===== config.mk =====
export PLATFORM = sky130hd
export DESIGN_NAME = cordic_pipe_flat
export DESIGN_NICKNAME = d
export VERILOG_FILES = /design/src/rtl/cordic_if.sv /design/src/rtl/cordic_pipe.sv /design/src/flat_wrapper.sv
export SDC_FILE = /design/constraint.sdc
export NUM_CORES = 2
export LEC_CHECK = 0
export BUFFER_PORTS_ARGS = -buffer_cell sky130_fd_sc_hd__buf_2
export CORE_MARGIN = 1
export CORE_UTILIZATION = 30
export DETAILED_ROUTE_END_ITERATION = 12
export SETUP_SLACK_MARGIN = 0.4
export SLEW_MARGIN = 20
export SYNTH_ARGS = -nofsm -noshare
export SYNTH_HDL_FRONTEND = slang
export SYNTH_SLANG_ARGS = --single-unit

===== constraint.sdc =====
create_clock -name clk -period 99.5 [get_ports clk]
set_input_delay 4.975 -clock clk [delete_from_list [all_inputs] [get_ports clk]]
set_output_delay 4.975 -clock clk [all_outputs]
set_load 0.1 [all_outputs]

===== src/rtl/cordic_if.sv =====
// Sample bus of the CORDIC pipeline: an angle and tag go in, cos/sin and the same tag come out.
// A sample exists while its valid bit is 1. There is no ready: the consumer takes every out_valid.
interface cordic_if #(
  parameter int WIDTH = 23,
  parameter int TAG_W = 4
);
  logic                    in_valid;
  logic signed [WIDTH-1:0] in_theta;
  logic        [TAG_W-1:0] in_tag;
  logic                    out_valid;
  logic signed [WIDTH-1:0] out_cos;
  logic signed [WIDTH-1:0] out_sin;
  logic        [TAG_W-1:0] out_tag;
  logic                    out_range_err;

  modport master (
    output in_valid, in_theta, in_tag,
    input  out_valid, out_cos, out_sin, out_tag, out_range_err
  );

  modport slave (
    input  in_valid, in_theta, in_tag,
    output out_valid, out_cos, out_sin, out_tag, out_range_err
  );
endinterface


===== src/rtl/cordic_pipe.sv =====
// Fully unrolled rotation-mode CORDIC: one angle in and one (cos, sin) pair out per enabled clock.
// Input register, ITERATIONS micro-rotation stages and a rounding output register.
module cordic_pipe #(
  parameter int FRACS      = 21,
  parameter int INTS       = 1,
  parameter int WIDTH      = INTS + FRACS + 1,
  parameter int ITERATIONS = 15,
  parameter int GUARD      = 2,
  parameter int TAG_W      = 4
) (
  input logic     clk,
  input logic     reset,
  input logic     clk_en,
  cordic_if.slave bus
);

  localparam int IW = WIDTH + GUARD;
  localparam int FB = FRACS + GUARD;
  localparam logic [63:0] ONE = 64'd1 << 60;

  // atan(1/n) in Q0.60 by its alternating power series; needs n >= 2 to converge.
  function automatic logic [63:0] atan_recip(input logic [63:0] n);
    logic [63:0] term;
    logic [63:0] pos;
    logic [63:0] neg;
    term = ONE / n;
    pos  = '0;
    neg  = '0;
    for (int k = 0; k < 64; k++) begin
      if (k % 2 == 0) pos = pos + term / 64'(2 * k + 1);
      else            neg = neg + term / 64'(2 * k + 1);
      term = term / (n * n);
    end
    return pos - neg;
  endfunction

  // atan(2^-i) in Q0.60; i = 0 (pi/4) goes through Machin's formula.
  function automatic logic [63:0] atan_pow2(input int i);
    if (i == 0) return (atan_recip(64'd5) << 2) - atan_recip(64'd239);
    return atan_recip(64'd1 << i);
  endfunction

  function automatic logic [63:0] scale_round(input logic [63:0] v, input int fb);
    return (v + (64'd1 << (59 - fb))) >> (60 - fb);
  endfunction

  localparam logic [63:0]        HALF_PI_64 = scale_round(atan_pow2(0) << 1, FRACS);
  localparam logic signed [WIDTH:0] HALF_PI = HALF_PI_64[WIDTH:0];
  localparam real                K_GAIN     = 0.6072529350088813;
  localparam int                 X0_INT     = $rtoi(K_GAIN * (2.0 ** FB) + 0.5);
  localparam logic signed [IW-1:0] X0       = IW'(X0_INT);
  localparam logic signed [IW:0] RND        = (IW + 1)'(2 ** (GUARD - 1));

  // Stage s holds the sample after s micro-rotations; stage 0 is the input register.
  logic signed [IW-1:0]   x_q   [0:ITERATIONS];
  logic signed [IW-1:0]   y_q   [0:ITERATIONS];
  logic signed [IW-1:0]   z_q   [0:ITERATIONS];
  logic                   v_q   [0:ITERATIONS];
  logic        [TAG_W-1:0] tag_q [0:ITERATIONS];
  logic                   err_q [0:ITERATIONS];

  logic signed [IW-1:0] x_n [0:ITERATIONS-1];
  logic signed [IW-1:0] y_n [0:ITERATIONS-1];
  logic signed [IW-1:0] z_n [0:ITERATIONS-1];

  logic signed [WIDTH:0]  theta_ext;
  logic signed [IW-1:0]   z_in;
  logic                   range_err;

  assign theta_ext = {bus.in_theta[WIDTH-1], bus.in_theta};
  assign z_in      = {bus.in_theta, {GUARD{1'b0}}};
  assign range_err = (theta_ext > HALF_PI) || (theta_ext < -HALF_PI);

  for (genvar i = 0; i < ITERATIONS; i++) begin : g_rot
    localparam logic [63:0]          A64    = scale_round(atan_pow2(i), FB);
    localparam logic signed [IW-1:0] ATAN_I = A64[IW-1:0];
    logic                 d;
    logic signed [IW-1:0] xs;
    logic signed [IW-1:0] ys;
    assign d      = z_q[i][IW-1];
    assign xs     = x_q[i] >>> i;
    assign ys     = y_q[i] >>> i;
    assign x_n[i] = d ? x_q[i] + ys : x_q[i] - ys;
    assign y_n[i] = d ? y_q[i] - xs : y_q[i] + xs;
    assign z_n[i] = d ? z_q[i] + ATAN_I : z_q[i] - ATAN_I;
  end

  logic signed [IW:0]       x_rnd;
  logic signed [IW:0]       y_rnd;
  logic                     out_valid_q;
  logic signed [WIDTH-1:0]  out_cos_q;
  logic signed [WIDTH-1:0]  out_sin_q;
  logic        [TAG_W-1:0]  out_tag_q;
  logic                     out_err_q;

  // Round half-up before dropping the guard bits; one extra bit keeps the add from wrapping.
  assign x_rnd = {x_q[ITERATIONS][IW-1], x_q[ITERATIONS]} + RND;
  assign y_rnd = {y_q[ITERATIONS][IW-1], y_q[ITERATIONS]} + RND;

  always_ff @(posedge clk) begin
    if (reset) begin
      for (int s = 0; s <= ITERATIONS; s++) v_q[s] <= 1'b0;
      out_valid_q <= 1'b0;
      out_cos_q   <= '0;
      out_sin_q   <= '0;
      out_tag_q   <= '0;
      out_err_q   <= 1'b0;
    end else if (clk_en) begin
      v_q[0]   <= bus.in_valid;
      tag_q[0] <= bus.in_tag;
      err_q[0] <= range_err;
      x_q[0]   <= X0;
      y_q[0]   <= '0;
      z_q[0]   <= z_in;
      for (int s = 0; s < ITERATIONS; s++) begin
        x_q[s+1]   <= x_n[s];
        y_q[s+1]   <= y_n[s];
        z_q[s+1]   <= z_n[s];
        v_q[s+1]   <= v_q[s];
        tag_q[s+1] <= tag_q[s];
        err_q[s+1] <= err_q[s];
      end
      // Data fields follow the last stage even in bubbles; consumers qualify on out_valid.
      out_valid_q <= v_q[ITERATIONS];
      out_cos_q   <= x_rnd[IW-1:GUARD];
      out_sin_q   <= y_rnd[IW-1:GUARD];
      out_tag_q   <= tag_q[ITERATIONS];
      out_err_q   <= err_q[ITERATIONS];
    end
  end

  assign bus.out_valid     = out_valid_q;
  assign bus.out_cos       = out_cos_q;
  assign bus.out_sin       = out_sin_q;
  assign bus.out_tag       = out_tag_q;
  assign bus.out_range_err = out_err_q;

endmodule


===== src/flat_wrapper.sv =====
// flat-port wrapper written by rule: the top's interface ports become plain ports
module cordic_pipe_flat 
#(
  parameter int FRACS      = 21,
  parameter int INTS       = 1,
  parameter int WIDTH      = INTS + FRACS + 1,
  parameter int ITERATIONS = 15,
  parameter int GUARD      = 2,
  parameter int TAG_W      = 4
)
  (clk, reset, clk_en, bus_in_valid, bus_in_theta, bus_in_tag, bus_out_valid, bus_out_cos, bus_out_sin, bus_out_tag, bus_out_range_err);
  cordic_if #(.WIDTH(WIDTH), .TAG_W(TAG_W)) bus_i ();
  input logic clk;
  input logic reset;
  input logic clk_en;
  input wire logic [$bits(bus_i.in_valid)-1:0] bus_in_valid;
  input wire logic [$bits(bus_i.in_theta)-1:0] bus_in_theta;
  input wire logic [$bits(bus_i.in_tag)-1:0] bus_in_tag;
  output wire logic [$bits(bus_i.out_valid)-1:0] bus_out_valid;
  output wire logic [$bits(bus_i.out_cos)-1:0] bus_out_cos;
  output wire logic [$bits(bus_i.out_sin)-1:0] bus_out_sin;
  output wire logic [$bits(bus_i.out_tag)-1:0] bus_out_tag;
  output wire logic [$bits(bus_i.out_range_err)-1:0] bus_out_range_err;
  assign bus_i.in_valid = bus_in_valid;
  assign bus_i.in_theta = bus_in_theta;
  assign bus_i.in_tag = bus_in_tag;
  assign bus_out_valid = bus_i.out_valid;
  assign bus_out_cos = bus_i.out_cos;
  assign bus_out_sin = bus_i.out_sin;
  assign bus_out_tag = bus_i.out_tag;
  assign bus_out_range_err = bus_i.out_range_err;
  cordic_pipe #(.FRACS(FRACS), .INTS(INTS), .WIDTH(WIDTH), .ITERATIONS(ITERATIONS), .GUARD(GUARD), .TAG_W(TAG_W)) u_core (.clk(clk), .reset(reset), .clk_en(clk_en), .bus(bus_i));
endmodule

==> metrics.log <==
[metrics] Critical Path Sink Type: flop
[metrics] Worst Path Max Fanout: between 90 and 100
[metrics] highest routed layer: met4
[metrics] dominant cell type by area after synthesis: sky130_fd_sc_hd__edfxtp_1
[metrics] worst r2r dst: u_core.y_q[0][123]
[metrics] final cycle utilization of the critical path: 9.14%
[metrics] upper clock frequency limit: about 110 MHz
[metrics] nets@finish: 9471
[metrics] Met2 Wirelength: 96.6 mm
[metrics] floorplan die height: 530 µm
[metrics] drt wl/cell: ~16 µm
[metrics] category of the critical setup timing path: in2reg
[metrics] weighted congestion reported at the end of routability-driven placement: slightly below 0.9
[metrics] share of post-route cells with drive strength above 1: 5.01%
[metrics] register clock-pin slew on the reported worst setup and hold paths: 0.06 ns
[metrics] largest net degree at the start of global routing: between 200 and 250
[metrics] area enclosed by the die boundary: around 280000 µm²
[metrics] total power after layout: 3.39 mW
[metrics] total placed instance area: around 88000 µm²
[metrics] Placed Instances: around 12000
[metrics] cell leakage power: 36.8 nW
[metrics] endpoint of the worst hold-timing path: u_core.z_q[9][13]
[metrics] startpoint type of the worst setup path: input port
[metrics] number of cells on the worst hold path: 0
[metrics] P&R area growth vs syn: 11.2%
[metrics] Clock H-tree levels: 4
[metrics] antenna violation net count after detailed routing: 0
[metrics] TritonCTS clock tree: built
[metrics] total count of hold-check failures in the final report: 0
[metrics] number of cell rows: around 190
[metrics] final clock skew: slightly below 0.08 ns
[metrics] outcome: finished, final reports clean
[metrics] Setup violations, final: 0
[metrics] number of resized instances in the post-cts repair step: 0
[metrics] Crit Reg-Reg Startpoint: u_core.x_q[0][80]
[metrics] aggregate routed wire length: 200 mm
[metrics] number of post-CTS setup repair buffers: 0
[metrics] total congestion overflow: 0
[metrics] number of filler instances in the final layout: 27869
[metrics] Worst-Margin Slew: about 1.0 ns
[metrics] remaining max-slew budget at the tightest pin: 31.9%
[metrics] overall global routing resource usage: approximately 14%
[metrics] Power per Cell Area: ~36 nW/µm²
[metrics] Starting Density: roughly 30%
[metrics] Data arrival, critical path: about 9.5 ns
[metrics] routed length on met1: ~90 mm
[metrics] Worst Slack Setup Final: about 90 ns
[metrics] R2R cell count: 12
[metrics] routed wire length on met3: roughly 7.4 mm
[metrics] initial antenna violation count: 1
[metrics] most common cell in the netlist: sky130_fd_sc_hd__edfxtp_1
[metrics] launch instance of the worst min-delay path: u_core.z_q[8][13]
[metrics] register area share after synthesis: 39.7%
[metrics] FFs w/ async S/R, synth: 0%
[metrics] synthesized cell area: between 80000 and 90000 µm²
[metrics] hold bufs inserted after CTS: 0
[metrics] Synth Warn #: 0
[metrics] DRC violation count after routing: 0
[metrics] Layout Cell Area excl Fill: approximately 93000 µm²
[metrics] share of Yosys cell area claimed by the top area cell type: 38.5%
[metrics] mean instance size in the synthesized netlist: approximately 10 µm²
[metrics] maximum VDD drop: between 15 and 20 µV
[metrics] HPWL after detailed placement: ~160 mm
[metrics] number of iterations in the first detailed-routing pass: 5
[metrics] Setup TNS: 0 ns
[metrics] detailed-route via count: slightly above 60000
[metrics] cts bufs inserted: between 100 and 150
[metrics] commonest cells in the netlist: sky130_fd_sc_hd__edfxtp_1, sky130_fd_sc_hd__ha_1, sky130_fd_sc_hd__a21oi_1
[metrics] post-DR vias/cell: 5.02
[metrics] wire length of the first global-routing pass: between 300 and 400 mm
[metrics] number of global-route vias before repair: approximately 60000
[metrics] worst slack on hold paths: approximately 0.39 ns
[metrics] ports placed on the boundary: between 80 and 90
[metrics] number of DRC markers in iteration 0: approximately 3600
[metrics] cell types with the largest area share after synthesis: sky130_fd_sc_hd__edfxtp_1, sky130_fd_sc_hd__ha_1, sky130_fd_sc_hd__xnor2_1
[metrics] setup slack on the worst flop-to-flop path: around 95 ns
[metrics] count of distinct cell types in the synthesized netlist: 96
[metrics] RSZ-0062 raised after global routing: false
[metrics] number of synthesized register bits: 1124
[metrics] Core Region: 277000 µm²
[metrics] crit path time final: around 9 ns
[metrics] max-slew violations: 0
[metrics] most common flop cell mapped by yosys: sky130_fd_sc_hd__edfxtp_1
[metrics] number of sinks handled by clock tree synthesis: approximately 1100
[metrics] die outline width: roughly 530 µm
[metrics] source-to-sink clock delay at the later pin of the worst-skew pair: just over 0.8 ns
[metrics] Post-synth EDFFs: 1072
[metrics] utilization of the core after routing: roughly a third
[metrics] post-synthesis instance total: about 8300
[metrics] required time of the worst setup path: between 90 and 100 ns
[metrics] maximum number of buffers from clock root to sink: 4
[metrics] setup slack after placement: ~90 ns
[metrics] CTS Root Buffer Type: sky130_fd_sc_hd__clkbuf_16
[metrics] final cell count without fillers: ~12000
[metrics] antenna diode count: 0
[metrics] Max-Cap Viols: 0
[metrics] count of input and output buffers: 82
[metrics] path category of the worst min-delay check: reg2reg
==> final cells by class <==
| class | instances | area, µm² | area share, % |
|---|---|---|---|
| multi-input combinational | 6658 | 48300 | 51.9 |
| sequential | 1124 | 33200 | 35.7 |
| tap | 3705 | 4640 | 4.99 |
| clock buffer | 169 | 3760 | 4.04 |
| inverter | 438 | 1650 | 1.78 |
| clock inverter | 73 | 704 | 0.758 |
| timing repair buffer | 116 | 698 | 0.751 |
==> worst max-delay path, stage by stage <==
cell and delay, ns:
sky130_fd_sc_hd__buf_2 0.08, sky130_fd_sc_hd__buf_4 0.54, sky130_fd_sc_hd__nand2b_1 0.57, sky130_fd_sc_hd__inv_8 0.66
sky130_fd_sc_hd__buf_4 0.74, sky130_fd_sc_hd__buf_4 0.81, sky130_fd_sc_hd__buf_4 0.81
==> flip-flops by register name, indices dropped and copies added, names as in the netlist <==
signal / count
u_core.bus.out_tag: 4
u_core.v_q: 16
u_core.bus.out_cos: 23
u_core.bus.out_sin: 23
u_core.err_q: 16
u_core.z_q: 280
u_core.tag_q: 64
u_core.y_q: 350
u_core.bus.out_valid: 1
u_core.bus.out_range_err: 1
u_core.x_q: 346
==> layout by cell type, fill, tap and decap left out, drive strengths merged, types with 34 or more instances in the layout <==
cell / netlist / layout
clkbuf: 102 / 169
nand3: 171 / 171
and2: 55 / 55
nor2b: 106 / 106
inv: 438 / 446
a21o: 300 / 300
nor3: 274 / 274
mux2: 40 / 40
edfxtp: 1072 / 1072
nand2: 403 / 403
ha: 922 / 922
fa: 40 / 40
o211ai: 40 / 40
mux2i: 58 / 58
o31ai: 34 / 34
xnor2: 758 / 758
a31oi: 79 / 79
o21ai: 357 / 357
a21oi: 810 / 810
nor2: 744 / 744
nand4: 44 / 44
nor4: 61 / 61
xor2: 418 / 418
or3: 67 / 67
nand2b: 104 / 104
o41ai: 34 / 34
dfxtp: 52 / 52
o21a: 105 / 105
o21bai: 107 / 107
a211oi: 98 / 98
and3: 78 / 78
clkinv: 0 / 50
buf: 23 / 116
==> logic make-up after synthesis <==
logic type | share of synthesized area [%]
flip-flops | 39.7
adder cells (fa/ha/maj) | 14.7
buffers and inverters | 2.54
AO/OA/AOI/OAI | 16.7
other | 0.00898
multiplexers | 1.23
AND/OR/NAND/NOR | 12.7
XOR/XNOR | 12.3
==> where the power goes <==
| part | switching (mW) | internal (mW) |
|---|---|---|
| Combinational | 1.10 | 0.815 |
| Clock | 0.201 | 0.298 |
| Sequential | 0.168 | 0.802 |
| Total | 1.47 | 1.92 |
==> worst max-delay path by stage <==
stage	start	to	slack, ns	depth (start not counted)
2_1_floorplan	reset	u_core.v_q[1]	63.31	5
5_1_grt	clk_en	u_core.x_q[0][117]	89.98	7
6_report	clk_en	u_core.y_q[0][122]	90.41	7
3_3_place_gp	clk_en	u_core.x_q[0][195]	89.70	7
4_1_cts	clk_en	u_core.x_q[0][124]	90.40	7
3_5_place_dp	clk_en	u_core.x_q[0][196]	89.57	7
==> routing by layer <==
| layer | up-vias | GRT usage [%] |
|---|---|---|
| met5 | - | 0 |
| met4 | 0 | 4.51 |
| met3 | 335 | 1.61 |
| met2 | 1179 | 24.5 |
| met1 | 29200 | 17.4 |
| li1 | 30999 | - |
(Power assumes the default switching activity.)
